===== src/rtl/pcpu_muldiv_pkg.sv =====
// rtl/pcpu_muldiv_pkg.sv - shared pcpu constants and muldiv state encoding
// Purpose: opcode constants used by the decoder, default datapath width and
//          the 2-bit state encoding of the iterative multiply/divide unit.
// Ports:   none (package).
package pcpu_muldiv_pkg;

  localparam int DEF_WIDTH = 16;

  localparam logic [4:0] OP_MUL = 5'b10010;
  localparam logic [4:0] OP_DIV = 5'b10110;

  typedef enum logic [1:0] {
    ST_IDLE = 2'd0,
    ST_MUL  = 2'd1,
    ST_DIV  = 2'd2,
    ST_DONE = 2'd3
  } muldiv_state_t;

endpackage


===== src/rtl/pcpu_muldiv_if.sv =====
// rtl/pcpu_muldiv_if.sv - EX stage to multiply/divide unit handshake bundle
// Purpose: groups the request (start/op/flush/operands) and the response
//          (busy/done/result/remainder/ovf/dz) between EX and pcpu_muldiv.
// Ports:   master = EX side (drives request), slave = muldiv unit.
interface pcpu_muldiv_if
  import pcpu_muldiv_pkg::*;
#(
  parameter int WIDTH = DEF_WIDTH
);

  logic             start;
  logic             op;
  logic             flush;
  logic [WIDTH-1:0] a;
  logic [WIDTH-1:0] b;
  logic             busy;
  logic             done;
  logic [WIDTH-1:0] result;
  logic [WIDTH-1:0] remainder;
  logic             ovf;
  logic             dz;

  modport master (
    output start, op, flush, a, b,
    input  busy, done, result, remainder, ovf, dz
  );

  modport slave (
    input  start, op, flush, a, b,
    output busy, done, result, remainder, ovf, dz
  );

endinterface


===== src/rtl/pcpu_muldiv.sv =====
// rtl/pcpu_muldiv.sv - iterative unsigned multiply/divide unit beside EX
// Purpose: shift-add multiply (LSB first) and restoring divide (MSB first),
//          one bit per clock, WIDTH iterations; busy stalls the pipeline,
//          done pulses for one cycle with the registered results.
// Ports:   clock  - rising-edge clock
//          reset  - asynchronous active-high reset
//          bus    - pcpu_muldiv_if.slave: start/op/flush/a/b in,
//                   busy/done/result/remainder/ovf/dz out
module pcpu_muldiv
  import pcpu_muldiv_pkg::*;
#(
  parameter int WIDTH = DEF_WIDTH,
  parameter int CNT_W = 4
) (
  input logic          clock,
  input logic          reset,
  pcpu_muldiv_if.slave bus
);

  localparam logic [CNT_W-1:0] CNT_LAST = {CNT_W{1'b1}};

  muldiv_state_t      state_q, state_d;
  logic [CNT_W-1:0]   cnt_q, cnt_d;
  // MUL: {partial product high, multiplier bits still to consume}
  // DIV: {partial remainder, dividend bits shifting into quotient}
  logic [2*WIDTH-1:0] acc_q, acc_d;
  // MUL: multiplicand, DIV: divisor
  logic [WIDTH-1:0]   opnd_q, opnd_d;
  logic [WIDTH-1:0]   result_q, result_d;
  logic [WIDTH-1:0]   rem_q, rem_d;
  logic               ovf_q, ovf_d;
  logic               dz_q, dz_d;
  logic               busy_q, busy_d;
  logic               done_q, done_d;

  // One shift-add step: add multiplicand into the high half when the
  // current multiplier LSB is set, then shift the whole accumulator right.
  // The carry out of the add becomes the new MSB.
  logic [WIDTH:0]     mul_sum;
  logic [2*WIDTH-1:0] mul_next;

  // One restoring step: trial-subtract the divisor from the remainder
  // shifted left by one; bit WIDTH of the difference is the borrow.
  logic [WIDTH:0]     div_trial;
  logic [2*WIDTH-1:0] div_next;

  logic               last_iter;

  always_comb begin
    mul_sum   = {1'b0, acc_q[2*WIDTH-1:WIDTH]}
              + {1'b0, (acc_q[0] ? opnd_q : {WIDTH{1'b0}})};
    mul_next  = {mul_sum, acc_q[WIDTH-1:1]};

    div_trial = acc_q[2*WIDTH-1:WIDTH-1] - {1'b0, opnd_q};
    if (div_trial[WIDTH]) begin
      div_next = {acc_q[2*WIDTH-2:0], 1'b0};
    end else begin
      div_next = {div_trial[WIDTH-1:0], acc_q[WIDTH-2:0], 1'b1};
    end

    last_iter = (cnt_q == CNT_LAST);
  end

  always_comb begin
    state_d  = state_q;
    cnt_d    = cnt_q;
    acc_d    = acc_q;
    opnd_d   = opnd_q;
    result_d = result_q;
    rem_d    = rem_q;
    ovf_d    = ovf_q;
    dz_d     = dz_q;

    case (state_q)
      ST_IDLE, ST_DONE: begin
        state_d = ST_IDLE;
        // flush beats start; a start in DONE chains with no bubble
        if (bus.start && !bus.flush) begin
          cnt_d = '0;
          if (!bus.op) begin
            state_d = ST_MUL;
            acc_d   = {{WIDTH{1'b0}}, bus.b};
            opnd_d  = bus.a;
          end else if (bus.b == '0) begin
            // divide by zero resolves at the start edge itself
            state_d  = ST_DONE;
            result_d = {WIDTH{1'b1}};
            rem_d    = bus.a;
            ovf_d    = 1'b0;
            dz_d     = 1'b1;
          end else begin
            state_d = ST_DIV;
            acc_d   = {{WIDTH{1'b0}}, bus.a};
            opnd_d  = bus.b;
          end
        end
      end

      ST_MUL: begin
        if (bus.flush) begin
          state_d = ST_IDLE;
        end else begin
          acc_d = mul_next;
          cnt_d = cnt_q + 1'b1;
          if (last_iter) begin
            state_d  = ST_DONE;
            result_d = mul_next[WIDTH-1:0];
            ovf_d    = |mul_next[2*WIDTH-1:WIDTH];
            rem_d    = '0;
            dz_d     = 1'b0;
          end
        end
      end

      ST_DIV: begin
        if (bus.flush) begin
          state_d = ST_IDLE;
        end else begin
          acc_d = div_next;
          cnt_d = cnt_q + 1'b1;
          if (last_iter) begin
            state_d  = ST_DONE;
            result_d = div_next[WIDTH-1:0];
            rem_d    = div_next[2*WIDTH-1:WIDTH];
            ovf_d    = 1'b0;
            dz_d     = 1'b0;
          end
        end
      end

      default: state_d = ST_IDLE;
    endcase

    // busy/done are registered from the next state so they leave flops
    // directly rather than through decode logic.
    busy_d = (state_d == ST_MUL) || (state_d == ST_DIV);
    done_d = (state_d == ST_DONE);
  end

  always_ff @(posedge clock or posedge reset) begin
    if (reset) begin
      state_q  <= ST_IDLE;
      cnt_q    <= '0;
      acc_q    <= '0;
      opnd_q   <= '0;
      result_q <= '0;
      rem_q    <= '0;
      ovf_q    <= 1'b0;
      dz_q     <= 1'b0;
      busy_q   <= 1'b0;
      done_q   <= 1'b0;
    end else begin
      state_q  <= state_d;
      cnt_q    <= cnt_d;
      acc_q    <= acc_d;
      opnd_q   <= opnd_d;
      result_q <= result_d;
      rem_q    <= rem_d;
      ovf_q    <= ovf_d;
      dz_q     <= dz_d;
      busy_q   <= busy_d;
      done_q   <= done_d;
    end
  end

  assign bus.busy      = busy_q;
  assign bus.done      = done_q;
  assign bus.result    = result_q;
  assign bus.remainder = rem_q;
  assign bus.ovf       = ovf_q;
  assign bus.dz        = dz_q;

endmodule

===== src/flat_wrapper.sv =====
// flat-port wrapper written by rule: the top's interface ports become plain ports
module pcpu_muldiv_flat import pcpu_muldiv_pkg::*;
#(
  parameter int WIDTH = DEF_WIDTH,
  parameter int CNT_W = 4
)
  (clock, reset, bus_start, bus_op, bus_flush, bus_a, bus_b, bus_busy, bus_done, bus_result, bus_remainder, bus_ovf, bus_dz);
  pcpu_muldiv_if #(.WIDTH(WIDTH)) bus_i ();
  input logic clock;
  input logic reset;
  input wire logic [$bits(bus_i.start)-1:0] bus_start;
  input wire logic [$bits(bus_i.op)-1:0] bus_op;
  input wire logic [$bits(bus_i.flush)-1:0] bus_flush;
  input wire logic [$bits(bus_i.a)-1:0] bus_a;
  input wire logic [$bits(bus_i.b)-1:0] bus_b;
  output wire logic [$bits(bus_i.busy)-1:0] bus_busy;
  output wire logic [$bits(bus_i.done)-1:0] bus_done;
  output wire logic [$bits(bus_i.result)-1:0] bus_result;
  output wire logic [$bits(bus_i.remainder)-1:0] bus_remainder;
  output wire logic [$bits(bus_i.ovf)-1:0] bus_ovf;
  output wire logic [$bits(bus_i.dz)-1:0] bus_dz;
  assign bus_i.start = bus_start;
  assign bus_i.op = bus_op;
  assign bus_i.flush = bus_flush;
  assign bus_i.a = bus_a;
  assign bus_i.b = bus_b;
  assign bus_busy = bus_i.busy;
  assign bus_done = bus_i.done;
  assign bus_result = bus_i.result;
  assign bus_remainder = bus_i.remainder;
  assign bus_ovf = bus_i.ovf;
  assign bus_dz = bus_i.dz;
  pcpu_muldiv #(.WIDTH(WIDTH), .CNT_W(CNT_W)) u_core (.clock(clock), .reset(reset), .bus(bus_i));
endmodule

===== config.mk =====
export PLATFORM = sky130hd
export DESIGN_NAME = pcpu_muldiv_flat
export DESIGN_NICKNAME = d
export VERILOG_FILES = /design/src/rtl/pcpu_muldiv_pkg.sv /design/src/rtl/pcpu_muldiv_if.sv /design/src/rtl/pcpu_muldiv.sv /design/src/flat_wrapper.sv
export SDC_FILE = /design/constraint.sdc
export NUM_CORES = 1
export LEC_CHECK = 0
export CORE_ASPECT_RATIO = 2
export CORE_MARGIN = 5
export CORE_UTILIZATION = 50
export DETAILED_ROUTE_END_ITERATION = 8
export GPL_TIMING_DRIVEN = 0
export PLACE_DENSITY_LB_ADDON = 0.3
export SYNTH_ARGS = -nofsm -noshare
export SYNTH_HDL_FRONTEND = slang
export SYNTH_SLANG_ARGS = --single-unit

===== constraint.sdc =====
create_clock -name clock -period 7.85 [get_ports clock]
set_input_delay 1.57 -clock clock [delete_from_list [all_inputs] [get_ports clock]]
set_output_delay 1.57 -clock clock [all_outputs]
set_load 0.02 [all_outputs]

# Word level (Yosys, flattened, before mapping)
# Cells that the tools add are included.
dict set report classes {
  add_sub_neg 3
  n_eq_ne 18
  n_mux 47
  reduce_logical 13
}
# operator count
set ops {}
lappend ops {{2-to-1 mux 16 bit} 17}
lappend ops {{2-to-1 mux 32 bit} 6}
lappend ops {{case mux 16 bit (3 select lines)} 2}
lappend ops {{case mux 32 bit (3 select lines)} 1}
lappend ops {{adder 16 x 16 -> 17 bit} 1}
lappend ops {{subtractor 17 x 16 -> 17 bit} 1}
lappend ops {{zero test 16 bit} 1}
lappend ops {{OR reduction 16 bit} 1}
lappend ops {{2-to-1 mux 1 bit} 11}
lappend ops {{!= test 2 x 1 -> 1 bit (second input constant)} 5}
lappend ops {{!= test 2 bit (second input constant)} 5}
lappend ops {{== test 2 bit (second input constant)} 4}
lappend ops {{2-to-1 mux 2 bit} 4}
lappend ops {{2-to-1 mux 4 bit} 2}
lappend ops {{case mux 4 bit (2 select lines)} 1}
lappend ops {{AND reduction 7 bit} 1}
lappend ops {{AND reduction 5 bit} 1}
lappend ops {{adder 4 x 1 -> 4 bit (second input constant)} 1}
lappend ops {{== test 2 x 1 -> 1 bit (second input constant)} 2}
lappend ops {{== test 4 bit (second input constant)} 1}
lappend ops {{case mux 2 bit (2 select lines)} 1}
lappend ops {{AND reduction 4 bit} 1}
lappend ops {{OR reduction 2 bit} 2}
lappend ops {{!= test 3 bit (second input constant)} 1}
lappend ops {{other kinds (8)} 8}
dict set report word_totals {
  register_bits 90
  out_inout_bits 36
  wordCells 91
}

# Longest topological paths before layout
dict set report logic_depth {
  depth_word 7
  depth_mapped 12
  mapped_depth_nobuf 12
}

# Worst setup path after synthesis
# Ideal clock, no wire load.
dict set report synth_path {
  kind {in2reg}
  from {input port bus_op}
  to {register u_core.busy_q, in the netlist u_core.bus.busy}
  setup_ns 0.126
  arrival_time_ns 3.470
  required_ns 7.724
  path_slack_ns 4.254
  stages 6
  n_path_buf 3
  path_cell_list {clkbuf_1 -> buf_1 -> clkbuf_1 -> nand2_1 -> a221oi_1 -> ha_1}
}
dict set report synth_between {
  elab_chain_len 5
}
# item line
set synth_lines {}
lappend synth_lines {{start, declared} flat_wrapper.sv:12} ;# input wire logic [$bits(bus_i.op)-1:0] bus_op;
lappend synth_lines {{2-to-1 mux 2 bit *} pcpu_muldiv.sv:80} ;# if (!bus.op) begin
lappend synth_lines {{2-to-1 mux 2 bit *} pcpu_muldiv.sv:78} ;# if (bus.start && !bus.flush) begin
lappend synth_lines {{case mux 2 bit (2 select lines) *} pcpu_muldiv.sv:74} ;# case (state_q)
lappend synth_lines {{net u_core.state_d[1]} pcpu_muldiv.sv:22} ;# muldiv_state_t state_q, state_d;
lappend synth_lines {{== test 2 x 1 -> 1 bit / == test 2 bit (equally long branches)} pcpu_muldiv.sv:136} ;# busy_d = (state_d == ST_MUL) || (state_d == ST_DIV);
lappend synth_lines {{logical OR 1 bit *} pcpu_muldiv.sv:136}
lappend synth_lines {{net u_core.busy_d} pcpu_muldiv.sv:33} ;# logic busy_q, busy_d;
lappend synth_lines {{end signal, assigned} pcpu_muldiv.sv:161} ;# busy_q <= busy_d;
lappend synth_lines {{end, declared} pcpu_muldiv.sv:33}
# The timed path passes the listed nets; every way through them passes the cells marked *.
# A chain may end at the register's enable or synchronous reset.

# Final worst setup path
dict set report layout_path {
  from {input port bus_b[4]}
  to {register u_core.acc_q[0]}
}
dict set report layout_between {
  elab_chain_len 3
}
# item line
set layout_lines {}
lappend layout_lines {{start, declared} flat_wrapper.sv:15} ;# input wire logic [$bits(bus_i.b)-1:0] bus_b;
lappend layout_lines {{zero test 16 bit} pcpu_muldiv.sv:84} ;# end else if (bus.b == '0) begin
lappend layout_lines {{!= test 3 bit (no source line)} -}
lappend layout_lines {{AND reduction 4 bit (no source line)} -}
lappend layout_lines {{end signal, assigned} pcpu_muldiv.sv:144} ;# acc_q <= '0;
lappend layout_lines {{end signal, assigned} pcpu_muldiv.sv:155} ;# acc_q <= acc_d;
lappend layout_lines {{end, declared} pcpu_muldiv.sv:26} ;# logic [2*WIDTH-1:0] acc_q, acc_d;
# No other way between the ends.

==> run metrics <==
status completed; RSZ-0062 raised after global routing no; clk root buf clkbuf_16; Slew Viols, Final 0; CP Depth 10; CTS tree done; Pleak 3.48 nW; Ys Warns 0; Worst Setup End Kind flop; cells along the critical path clkdlybuf4s50_1, nor4_1, and4_1, and2_1, nand2_1, o21ai_0, clkbuf_1, clkbuf_1, nand2_1, o31ai_1; clock transition at the registers of the reported paths roughly 0.07 ns; Top Family by Delay on Critical Path buffers and inverters; # setup viols final 0; initial antenna violation count 0; post-synth top area share roughly 36%; top post-synthesis cells by area dfrtp_1, ha_1, mux2i_1; # IOs 73; CP Launch Type primary input; CP Buf/Inv Count 3; total grt overflow 0; Syn Area/Cell 8.92 sq um; Post-synth EDFFs 0; syn_nets ~780; start of the worst register-to-register path u_core.acc_q[15]$_DFFE_PP0P_; min Tclk post-route 4.43 ns; most frequent cell after synthesis dfrtp_1; Detail Route met2 WL roughly 11000 um; endpoints failing hold 0; WL per Instance 21.7 um; Layout area overhead 19.7%; Max VDD drop 0.000276 V; max-cap violations 0; final instance area between 7000 and 8000 sq um; Clk Latency, worst-skew pair around 0.35 ns; Inst Count DP 925; layout cell share with drive strength beyond 1 4.93%; TritonRoute pass-1 iters 6; Seq/Total Area, Yosys 35.9%; Layout Cells excl Fill 941; GRT Overall Usage between 20% and 30%; Post-CTS Setup Inserts 0; max_slew headroom 32.1%; total power 3.24 mW; mapped cell area between 6000 and 7000 sq um; Max stage delay on crit path 0.62 ns; synthesis-stage register bit count 90; Post-route DRC 0; Post-CTS Resized 0; Final GP Congestion 0.970; Reg2Reg Depth 12; placed cell areas 7200 sq um; Mapped Cells 703; end of the critical path u_core.acc_q[0]$_DFFE_PP0P_; crit share post-route 56.4%; Max Buffers Root-to-Sink 2; post-detail-place hpwl 16400 um; CTS Buf Count 9; hold_buf cts 0; DR top layer met4; Die W roughly 89 um; vias in the first global route ~6.3k; Post-Place Setup Slack 3.13 ns; NumNets Final 861; worst min-delay path class reg -> reg; largest area contributor in the netlist dfrtp_1; RR Endpoint u_core.bus.remainder[10]$_DFFE_PP0P_; Post-DRT Antenna Nets 0; Synth cell types 58; DR vias/cell 6.39; Hold Path Depth 2; core area 12500 sq um; Main synth FF type dfrtp_1; commonest cells in the netlist dfrtp_1, nand2_1, a21oi_1, o21ai_0, mux2i_1; Die Y around 170 um; # diodes 0; post-detailed-routing wire length 20400 um; Worst Skew around 0.0085 ns; Final Util between 60% and 70%; row count 58; FF-to-FF setup slack 3.80 ns; fraction of synthesis flops using an asynchronous set or reset pin 100%; CP Class in -> reg; CTS sink count 90; CP required 8.10 ns; highest clock rate 0.226 GHz; Worst Setup SP bus_b[4]; setup ws final 3.42 ns; power per cell area 431 nW/um^2; Worst-Margin Slew around 1.0 ns; largest net degree at the start of global routing 68; crit path DAT 4.68 ns; first-pass GRT wire length 31900 um; Initial Util 50.2%; slowest stage cell on the critical path nor4_1; die area 15000 sq um; htree depth 3; M1 WL 7120 um; Crit Path Max Fanout 10; Fin Hold WS between 0.4 and 0.5 ns; WL met3 919 um; Post-Route Setup TNS 0 ns; port bufs between 70 and 80; Iter 0 DRT Violations just under 400; via count around 6k
==> worst min-delay path, cell delays in order, from the launching register on <==
cell	delay, ns
dfrtp_1	0.34
nand2_1	0.04
o21ai_0	0.06
==> kinds of logic (layout without fill, tap and decap cells) <==
logic type / count (synthesis) / in the layout / share of synthesized area (%)
AO/OA/AOI/OAI: 226 / 226 / 24.1
XOR/XNOR: 23 / 23 / 3.21
adder cells (fa/ha/maj): 38 / 38 / 7.82
buffers and inverters: 71 / 159 / 4.39
flip-flops: 90 / 90 / 35.9
multiplexers: 53 / 53 / 8.66
AND/OR/NAND/NOR: 202 / 202 / 15.8
==> flip-flops by register name, summed over array words and instances (netlist names) <==
register and cells:
u_core.acc_q 32, u_core.bus.remainder 16, u_core.bus.result 16, u_core.opnd_q 16, u_core.cnt_q 4, u_core.state_q 2
u_core.bus.busy 1, u_core.bus.done 1, u_core.bus.dz 1, u_core.bus.ovf 1
==> metal layers <==
metal  vias up  GRT usage [%]
li1       2762              -
met1      2927           27.9
met2       231           49.9
met3        95           3.53
met4         0           18.8
met5         -              0
==> cells in the final DEF (no fill, tap or decap), types with 3 or more instances in the layout <==
cell type        synthesis  final
o21ai_0                 53     53
a21oi_1                 57     57
nand3b_1                 3      3
o21a_1                   5      5
or3_1                    3      3
nor2b_1                  5      5
buf_1                    4      4
ha_1                    36     36
a31oi_1                  4      4
or2_2                    5      5
o211ai_1                 4      4
nand2_1                 68     68
nor3_1                   8      8
xnor2_1                 14     14
clkdlybuf4s50_1          0     71
and2_1                  19     19
clkbuf_1                34     34
inv_6                    0      4
mux2i_1                 43     43
mux2_2                  10     10
inv_1                   31     30
xor2_1                   9      9
o221ai_1                13     13
nor2_1                  42     42
clkbuf_16                0      9
and3_1                  15     15
a21o_1                  24     24
a221oi_1                17     17
nand2b_1                 8      8
o31ai_1                  3      3
nor4_1                   9      9
a311oi_1                 4      4
a211oi_1                19     19
dfrtp_1                 90     90
nand3_1                  8      8
==> how the worst min path moves through the flow <==
stage | startpoint | to | slack, ns
after global routing | u_core.bus.result[10]$_DFFE_PP0P_ | u_core.bus.result[10]$_DFFE_PP0P_ | 0.50
final | u_core.bus.result[12]$_DFFE_PP0P_ | u_core.bus.result[12]$_DFFE_PP0P_ | 0.48
after CTS | u_core.bus.result[12]$_DFFE_PP0P_ | u_core.bus.result[12]$_DFFE_PP0P_ | 0.48
after global placement | u_core.bus.result[11]$_DFFE_PP0P_ | u_core.bus.result[11]$_DFFE_PP0P_ | 0.46
after detailed placement | u_core.bus.result[9]$_DFFE_PP0P_ | u_core.bus.result[9]$_DFFE_PP0P_ | 0.47
after floorplan | u_core.acc_q[15]$_DFFE_PP0P_ | u_core.acc_q[15]$_DFFE_PP0P_ | 0.47
==> cell type report <==
class / count / area, sq um
clock inverters: 7 / 81.3
well taps: 150 / 188
repair buffers: 72 / 738
flip-flops and latches: 90 / 2250
inverters: 31 / 119
multi-input cells: 542 / 3740
fillers: 1072 / 4980
clock buffers: 9 / 225
plain buffers: 40 / 159
==> power breakdown <==
part | switching (mW) | internal (mW) | total (mW)
combinational | 1.17 | 0.760 | 1.93
clock | 0.198 | 0.252 | 0.450
sequential | 0.178 | 0.673 | 0.852
Power figures use the tool's default switching activity.
